**config.mk**
```make
export PLATFORM = sky130hd
export DESIGN_NAME = ptw_arbiter
export DESIGN_NICKNAME = d
export VERILOG_FILES = /design/src/rtl/ptw_pkg.sv /design/src/rtl/rr_pick2.sv /design/src/rtl/ptw_arbiter.sv
export SDC_FILE = /design/constraint.sdc
export NUM_CORES = 1
export LEC_CHECK = 0
export CAP_MARGIN = 20
export CELL_PAD_IN_SITES_DETAIL_PLACEMENT = 2
export CELL_PAD_IN_SITES_GLOBAL_PLACEMENT = 2
export CORE_ASPECT_RATIO = 0.5
export CORE_MARGIN = 10
export CORE_UTILIZATION = 22
export CTS_BUF_LIST = sky130_fd_sc_hd__clkbuf_4
export DETAILED_ROUTE_END_ITERATION = 6
export PLACE_DENSITY_LB_ADDON = 0.1
export SYNTH_ARGS = -nofsm -noshare
export SYNTH_HDL_FRONTEND = slang
export SYNTH_SLANG_ARGS = --single-unit
```
**constraint.sdc**
```tcl
create_clock -name clk -period 2.4 [get_ports clk]
set_clock_uncertainty 0.15 [all_clocks]
set_input_delay 0.48 -clock clk [delete_from_list [all_inputs] [get_ports clk]]
set_output_delay 0.48 -clock clk [all_outputs]
set_load 0.01 [all_outputs]
```
**src/rtl/ptw_pkg.sv**
```systemverilog
// rtl/ptw_pkg.sv - shared types and widths for the page-table-walker arbiter
package ptw_pkg;

  localparam int PTW_VA_W = 64;

  typedef enum logic [1:0] {
    IDLE  = 2'd0,
    WALK  = 2'd1,
    RESP  = 2'd2,
    DRAIN = 2'd3
  } ptw_state_e;

  typedef enum logic {
    SRC_I = 1'b0,
    SRC_D = 1'b1
  } ptw_src_e;

endpackage

```
**src/rtl/rr_pick2.sv**
```systemverilog
// rtl/rr_pick2.sv - two-way round-robin pick; bit 0 is the I side, bit 1 the D side
module rr_pick2 (
  input  logic [1:0] req,
  input  logic       last,
  output logic [1:0] gnt
);

  // last=1 means D won most recently, so I takes a tie
  always_comb begin
    gnt = req;
    if (req == 2'b11) begin
      gnt = last ? 2'b01 : 2'b10;
    end
  end

endmodule

```
**src/rtl/ptw_arbiter.sv**
```systemverilog
// rtl/ptw_arbiter.sv - I/D arbiter and enable sequencer for the shared page-table walker
module ptw_arbiter
  import ptw_pkg::*;
(
  input  logic                clk,
  input  logic                reset,
  input  logic                i_req,
  input  logic [PTW_VA_W-1:0] i_va,
  output logic                i_ack,
  output logic [PTW_VA_W-1:0] i_pa,
  output logic                i_fault,
  input  logic                d_req,
  input  logic [PTW_VA_W-1:0] d_va,
  output logic                d_ack,
  output logic [PTW_VA_W-1:0] d_pa,
  output logic                d_fault,
  input  logic                flush,
  output logic                walk_en,
  output logic [PTW_VA_W-1:0] walk_va,
  input  logic                walk_done,
  input  logic [PTW_VA_W-1:0] walk_pa,
  input  logic                walk_valid,
  output logic                busy
);

  ptw_state_e          state_q;
  ptw_src_e            owner_q;
  ptw_src_e            last_q;
  logic                discard_q;
  logic                fault_q;
  logic [PTW_VA_W-1:0] va_q;
  logic [PTW_VA_W-1:0] pa_q;

  logic [1:0] gnt;
  logic       owner_req;
  logic       abort;
  logic       ack_ok;

  rr_pick2 u_pick (
    .req  ({d_req, i_req}),
    .last (last_q == SRC_D),
    .gnt  (gnt)
  );

  assign owner_req = (owner_q == SRC_I) ? i_req : d_req;
  assign abort     = flush | ~owner_req;

  always_ff @(posedge clk or negedge reset) begin
    if (!reset) begin
      state_q   <= IDLE;
      owner_q   <= SRC_I;
      last_q    <= SRC_D;
      discard_q <= 1'b0;
      fault_q   <= 1'b0;
      va_q      <= '0;
      pa_q      <= '0;
    end else begin
      unique case (state_q)
        IDLE: begin
          if (!flush && gnt != 2'b00) begin
            owner_q   <= ptw_src_e'(gnt[1]);
            last_q    <= ptw_src_e'(gnt[1]);
            va_q      <= gnt[1] ? d_va : i_va;
            discard_q <= 1'b0;
            state_q   <= WALK;
          end
        end
        WALK: begin
          // The walker cannot be cancelled, so an abort only marks the result as unwanted
          if (walk_done) begin
            pa_q    <= walk_pa;
            fault_q <= ~walk_valid;
            state_q <= RESP;
            if (abort) discard_q <= 1'b1;
          end else if (abort) begin
            discard_q <= 1'b1;
            state_q   <= DRAIN;
          end
        end
        DRAIN: begin
          if (walk_done) begin
            state_q <= RESP;
          end
        end
        RESP: begin
          discard_q <= 1'b0;
          state_q   <= IDLE;
        end
      endcase
    end
  end

  assign ack_ok  = (state_q == RESP) && !discard_q && !flush;
  assign i_ack   = ack_ok && (owner_q == SRC_I);
  assign d_ack   = ack_ok && (owner_q == SRC_D);
  assign i_pa    = pa_q;
  assign d_pa    = pa_q;
  assign i_fault = fault_q;
  assign d_fault = fault_q;
  assign walk_en = (state_q == WALK) || (state_q == DRAIN);
  assign walk_va = va_q;
  assign busy    = (state_q != IDLE);

endmodule
```
==> out/metrics.yaml, run 1 <==
floorplan:
  die_area_um2: 34900
  placementRows: 42
  die_h_um: 137
  start_util: 0.226
  die_x_um: 255
  ios: 397
  core_um2: 26700
synthesis:
  yosysSeqAreaShare: 0.554
  syn_inst: 455
  yosysWarnings: 0
  ys_ff_latch: 134
  synthDistinctLibCells: 26
  synth_area_leader_cell: "dfrtp_1"
  synth_edf_count: 0
  syn_area_um2: 6050
  synthArstFlopShare: 1.00
  synthFlopType: "dfrtp_1"
  synth_nets: 654
  syn_area_per_cell_um2: 13.3
  yosys-top-cells-area: "dfrtp_1 (55%), mux2_2 (12%), o221a_2 (12%), buf_4 (8.1%), or3_1 (6.6%)"
  synth.top_cell.area_share: 0.550
  ys_top_cells_by_count: "dfrtp_1 (133), buf_4 (65), mux2_2 (64), o221a_2 (64), or3_1 (64)"
  synth_most_common_cell: "dfrtp_1"
global_route:
  grt_pass1_vias: 5820
  grt_max_degree: 60
  antenna_found_initial: 3
  track_usage: 0.154
  gr-total-overflow: 0
  grt_pass1_wl_mm: 39.8
finish:
  fill_cells: 2773
  multi_input_area_um2: 2030
  final_cells: 1155
  seqCellArea_um2: 3360
  fin_nets: 985
  drive_gt1_frac: 0.233
  syn2layout_area_growth_pct: 70.8
  stdcell_area_um2: 10300
  fin_util: 0.386
cts:
  cts_buffers: 17
  cts-root-buf: "clkbuf_4"
  clkSlewWorstSetupHoldPaths_ns: 0.12
  htreeDepth: 4
  cts.sinks: 134
  tritoncts: "built"
  clock_tree.buffer_depth: 2
  clk_latency_ns: 0.59
critical_path:
  r2r_slack_ns: 0.25
  r2r-start: "state_q[0]"
  worstSetupStartpointType: "flop"
  worstPathArrival_ns: 1.63
  worstPathMaxFanout: 9
  critPathRequiredTime_ns: 1.77
  setup.worst_path.class: "flop to primary output"
  r2r_end: "walk_va[57]"
  crit_path_end_kind: "primary output"
  r2r_cells: 5
drt:
  final_antenna_net_count: 0
  firstDrtPassIters: 5
  wire_per_inst_um: 23.7
  drt_wl_total_mm: 27.4
  drt-initial-drc-count: 228
  vias_per_cell: 4.39
  vias: 5075
  drc: 0
timing:
  fmax_ghz: 0.443
  fin_crit_sh: 0.940
  drv_slew: 0
  min_period_ns: 2.26
  setup_viol: 0
  finalHoldViolCount: 0
  worstMarginPinSlew_ns: 0.457
  slew_headroom: 0.695
outcome:
  outcome: "finished clean"
run:
  drv_cap: 0
placement:
  gp_congestion: 0.734
  placed_area_um2: 10000
  dpl.hpwl_mm: 21.0
  dp.cells: 1118
  port-buffer-count: 396
power:
  p_per_area_nw_per_um2: 1220
  ir_worst_vdd_uv: 387
  p_leak_nw: 3.99
  p_total_mw: 12.6
min_path:
  hp-class: "input port to asynchronous set/reset pin"
worst max-delay path, stage by stage (launching register included):
cell     delay, ns
dfrtp_1       0.42
buf_4         0.17
or2_2         0.29
buf_2         0.15
state kept, by name, indices dropped and copies added, names as in the netlist:
| name | cells |
|---|---|
| walk_va | 64 |
| last_q | 1 |
| discard_q | 1 |
| state_q | 2 |
| d_fault | 1 |
| d_pa | 64 |
| owner_q | 1 |
per-stage QoR:
stage,hold WS (ns),worst slack (ns),TNS (ns)
finish,0.219,0.144,0
CTS,0.173,0.0151,0
global placement,0.300,-0.224,-9.13
detailed placement,0.296,-0.173,-9.54
global route,0.166,-0.0456,-0.0892
floorplan,0.0344,0.394,0
report_power, final:
part           internal, mW  switching (mW)  total (mW)
sequential             3.38           0.864        4.24
combinational          4.20            2.53        6.73
clock                 0.722           0.896        1.62
worst max path at each step:
stage / endpoint / slack (ns) / cells after the start / from
after CTS: d_ack / 0.02 / 3 / state_q[0]
after global routing: i_ack / -0.05 / 3 / state_q[0]
after floorplan: walk_va[0] / 0.39 / 6 / state_q[0]
after detailed placement: walk_va[57] / -0.17 / 6 / flush
after global placement: i_ack / -0.22 / 4 / flush
final: busy / 0.14 / 3 / state_q[0]
routing by layer:
layer	wire length, um	GRT usage
met5	0	0
met4	238	0.0457
met3	1330	0.0434
met2	16200	0.306
met1	9670	0.154
placed cells by master, fill, tap and decap left out, types with 2 or more instances in the layout:
cell type / n
o21ai_0: 3
buf_4: 7
o221a_2: 64
nand2_1: 5
bufinv_16: 3
clkdlybuf4s50_1: 391
nor2b_1: 2
or3_1: 64
nor2_1: 2
dfrtp_1: 132
nor2b_4: 2
mux2_2: 64
clkinv_1: 2
diode_2: 5
clkinv_2: 6
buf_12: 10
clkbuf_4: 19
buf_2: 2
area by class of cell:
cell class	count	area share
timing repair buffer	414	0.407
multi-input combinational	218	0.197
clock inverter	12	0.0132
tap	352	0.0426
antenna	5	0.00121
sequential	134	0.325
clock buffer	19	0.0138
inverter	1	0.000363
cell families (layout without fill, tap and decap cells):
kind of cell | count (synthesis) | count (layout) | synth area share
flip-flops | 134 | 134 | 0.554
buffers and inverters | 103 | 446 | 0.114
AND/OR/NAND/NOR | 83 | 83 | 0.0850
AO/OA/AOI/OAI | 70 | 70 | 0.126
multiplexers | 65 | 65 | 0.121
other | 0 | 5 | 0
timing repair:
item / 4_1_cts / 5_1_grt
hold buffers: 1 / 0
gates resized for setup: 11 / 4
buffers inserted: 0 / 0
pin swaps: 0 / 1
setup endpoints to repair: 4 / 2
hold endpoints to repair: 53 / 0
No activity file was read; power rests on OpenSTA's default activity.
==> inputs of run 2 (changes only) <==
CORE_MARGIN = 1.5   (was 10)
==> out/metrics.yaml, run 2 (synthesis gave the netlist of run 1 again) <==
outcome:
  outcome: "finished clean"
timing:
  finalHoldViolCount: 0
  worstMarginPinSlew_ns: 0.435
  slew_headroom: 0.710
  min_period_ns: 2.22
  drv_slew: 0
  fin_crit_sh: 0.925
  worst_slack_ns: 0.180
  rsz0062_at_grt: "false"
  setup_viol: 0
  fmax_ghz: 0.450
placement:
  dpl.hpwl_mm: 17.9
  port-buffer-count: 396
  placed_area_um2: 10000
  pre_cts_slack_ns: -0.210
  gp_congestion: 0.742
floorplan:
  placementRows: 42
  die_area_um2: 28600
  start_util: 0.226
  die_h_um: 120
  core_um2: 26700
  ios: 397
  die_x_um: 238
drt:
  final_antenna_net_count: 0
  vias: 5114
  vias_per_cell: 4.44
  wire_per_inst_um: 20.7
  drt_wl_total_mm: 23.9
  drt-initial-drc-count: 202
  firstDrtPassIters: 4
  drc: 0
global_route:
  grt_pass1_vias: 5769
  grt_pass1_wl_mm: 36.1
  antenna_found_initial: 1
  track_usage: 0.170
  gr-total-overflow: 0
  grt_max_degree: 67
critical_path:
  setup.worst_path.class: "flop to primary output"
  r2r_cells: 5
  worstPathArrival_ns: 1.59
  r2r_slack_ns: 0.22
  r2r_end: "walk_va[2]"
  r2r-start: "state_q[0]"
  worstPathMaxFanout: 9
  worstSetupStartpointType: "flop"
  critPathRequiredTime_ns: 1.77
  crit_path_end_kind: "primary output"
finish:
  fin_nets: 985
  stdcell_area_um2: 10400
  fill_cells: 2767
  most-common-layout-cells: "clkdlybuf4s50_1 (391), dfrtp_1 (133), or3_1 (64), o221a_2 (64), mux2_2 (64)"
  final_common_cell: "clkdlybuf4s50_1"
  fin_util: 0.389
  drive_gt1_frac: 0.234
  syn2layout_area_growth_pct: 72.0
min_path:
  hp-class: "input port to asynchronous set/reset pin"
run:
  drv_cap: 0
cts:
  clkSlewWorstSetupHoldPaths_ns: 0.12
  cts_buffers: 17
  cts.sinks: 134
  post_cts_buffers: 0
  htreeDepth: 4
  clock_tree.buffer_depth: 2
  cts-root-buf: "clkbuf_4"
  tritoncts: "built"
  clk_latency_ns: 0.57
power:
  p_per_area_nw_per_um2: 1230
  ir_worst_vdd_uv: 395
  p_leak_nw: 4.03
[run 2: cell count changes in the layout (fill, tap and decap cells not counted)]
cell,change
clkinv_4,-1
bufinv_16,+3
clkinv_2,-2
clkinv_1,-1
diode_2,-4
dfrtp_1,+1
clkbuf_4,+2
dfrtp_2,-1
[run 2: worst max-delay path by stage]
stage / depth (start not counted) / endpoint / start
global placement: 4 / i_ack / flush
CTS: 3 / d_ack / state_q[0]
global route: 3 / i_ack / state_q[0]
finish: 3 / busy / state_q[0]
detailed placement: 4 / i_ack / flush
floorplan: 6 / walk_va[0] / state_q[0]
[run 2: layout make-up]
| class | count | area, um^2 | area share |
|---|---|---|---|
| clock inverter | 11 | 204 | 0.0196 |
| inverter | 1 | 3.75 | 0.000361 |
| clock buffer | 21 | 158 | 0.0151 |
| sequential | 134 | 3350 | 0.322 |
| multi-input combinational | 218 | 2030 | 0.195 |
| antenna | 1 | 2.50 | 0.000240 |
| tap | 352 | 440 | 0.0423 |
| timing repair buffer | 414 | 4210 | 0.405 |
[run 2: what timing repair did]
item | 4_1_cts | 5_1_grt
setup endpoints to repair | 4 | 1
hold buffers | 1 | 0
hold endpoints to repair | 69 | 0
resized for setup | 12 | 2
pin swaps | 0 | 0
[run 2: stage by stage]
stage | setup TNS [ns] | hold slack [ns] | power [mW] | std cells
floorplan | 0 | 0.0344 | 7.25 | 455
global placement | -9.07 | 0.270 | 10.8 | 1118
detailed placement | -9.28 | 0.271 | 11.0 | 1118
CTS | 0 | 0.155 | 13.0 | 1151
global route | 0 | 0.151 | 13.5 | 1152
finish | 0 | 0.208 | 12.8 | 1152
[run 2: where the power goes]
part | total [mW] | internal (mW) | switching, mW
clock | 1.96 | 1.07 | 0.887
sequential | 4.24 | 3.38 | 0.862
combinational | 6.56 | 4.20 | 2.36
[run 2: worst max-delay path, cell delays in order (launching register included)]
cell and delay (ns):
dfrtp_1 0.41, buf_4 0.17, or2_2 0.29, buf_2 0.15
[run 2: metal layers]
metal / vias to the layer above / part of all wire / track usage
li1: 2298 / - / -
met1: 2664 / 0.39 / 0.193
met2: 132 / 0.55 / 0.311
met3: 20 / 0.047 / 0.0521
met4: 0 / 0.012 / 0.0394
met5: - / 0 / 0
==> inputs of run 3 (changes only) <==
SETUP_SLACK_MARGIN = 0.1   (was unset)
==> out/metrics.yaml, run 3 (synthesis gave the netlist of run 1 again) <==
outcome:
  outcome: "finished clean"
critical_path:
  path_buf_inv: 1
  worstPathArrival_ns: 1.56
  crit_path_end_kind: "primary output"
  setup.worst_path.class: "flop to primary output"
  critPathRequiredTime_ns: 1.77
  worstPathMaxFanout: 3
  crit_family: "buffers and inverters"
  crit_chain: "clkdlybuf4s50_1"
  crit_slowest_cell: "clkdlybuf4s50_1"
  max_stage_delay_ns: 0.57
  worstSetupStartpointType: "flop"
drt:
  wl_met2_mm: 13.1
  wire_per_inst_um: 20.8
  drc: 0
  topRoutingLayerUsed: "met4"
  met3_length_mm: 1.15
  final_antenna_net_count: 0
  drt_wl_total_mm: 24.1
  vias: 5149
  wl_met1_mm: 9.48
  vias_per_cell: 4.44
  firstDrtPassIters: 4
  drt-initial-drc-count: 194
floorplan:
  die_h_um: 120
  placementRows: 42
  core_um2: 26700
  ios: 397
  start_util: 0.226
  die_area_um2: 28600
  die_x_um: 238
finish:
  final_cells: 1159
  fin_nets: 992
  syn2layout_area_growth_pct: 73.8
  fill_cells: 2765
  final_common_cell: "clkdlybuf4s50_1"
  stdcell_area_um2: 10500
  most-common-layout-cells: "clkdlybuf4s50_1 (368), dfrtp_1 (132), or3_1 (64), o221a_2 (64), mux2_2 (64)"
  drive_gt1_frac: 0.243
timing:
  hold-worst-slack_ns: 0.204
  fmax_ghz: 0.456
  finalHoldViolCount: 0
  rsz0062_at_grt: "true"
  min_period_ns: 2.19
  slew_headroom: 0.711
  drv_slew: 0
  tns_ns: 0
  fin_crit_sh: 0.914
  setup_viol: 0
  worstMarginPinSlew_ns: 0.433
global_route:
  grt_pass1_wl_mm: 36.2
  track_usage: 0.170
  gr-total-overflow: 0
  grt_max_degree: 67
  grt_pass1_vias: 5777
  antenna_found_initial: 1
placement:
  dpl.hpwl_mm: 17.9
  dp.cells: 1118
  gp_congestion: 0.742
  port-buffer-count: 396
  placed_area_um2: 10000
cts:
  tritoncts: "built"
  clock_tree.buffer_depth: 2
  cts_buffers: 17
  cts-root-buf: "clkbuf_4"
  clk_latency_ns: 0.57
  clkSlewWorstSetupHoldPaths_ns: 0.12
  cts.sinks: 134
  htreeDepth: 4
run:
  drv_cap: 0
power:
  ir_worst_vdd_uv: 394
  p_total_mw: 12.8
  p_leak_nw: 4.25
  p_per_area_nw_per_um2: 1220
min_path:
  hp-class: "input port to asynchronous set/reset pin"
run 3: final timing paths:
path / start / depth (start not counted) / to / slack, ns
setup / recovery: d_pa[11] / 1 / i_pa[11] / 0.21
hold / removal: reset / 2 / walk_va[45] / 0.20
setup reg to reg: state_q[0] / 5 / walk_va[2] / 0.23
hold reg to reg: d_pa[39] / 1 / d_pa[39] / 0.40
max in group asynchronous: reset / 3 / last_q / 1.19
min in group clk: walk_valid / 2 / d_fault / 0.32
run 3: power by group:
group	internal, mW	total (mW)	switching [mW]
clock	1.07	1.96	0.888
sequential	3.38	4.24	0.858
combinational	4.20	6.59	2.39
run 3: what timing repair did:
| action | in CTS | in global routing |
|---|---|---|
| resized for setup | 19 | 25 |
| setup endpoints to repair | 11 | 29 |
| hold buffers | 1 | 0 |
| pin swaps | 0 | 1 |
| endpoints found under the hold margin | 69 | 0 |
| setup buffers | 1 | 6 |
run 3: through the flow:
stage / setup slack (ns) / util
after floorplan: 0.394 / -
after global placement: -0.220 / 0.376
after detailed placement: -0.210 / 0.376
after CTS: 0.0768 / 0.389
after global routing: 0.0760 / 0.393
final: 0.206 / 0.393
run 3: layout make-up:
type                       instances  area (um^2)  area share
tap                              352          440      0.0419
timing repair buffer             421         4310       0.410
clock inverter                    11          204      0.0194
antenna                            1         2.50    0.000238
inverter                           1         3.75    0.000357
clock buffer                      21          158      0.0150
multi-input combinational        218         2040       0.194
sequential                       134         3360       0.319
run 3: layer usage:
metal,vias up,track usage
met5,-,0
met4,0,0.0394
met3,20,0.0521
met2,140,0.313
met1,2677,0.193
li1,2312,-
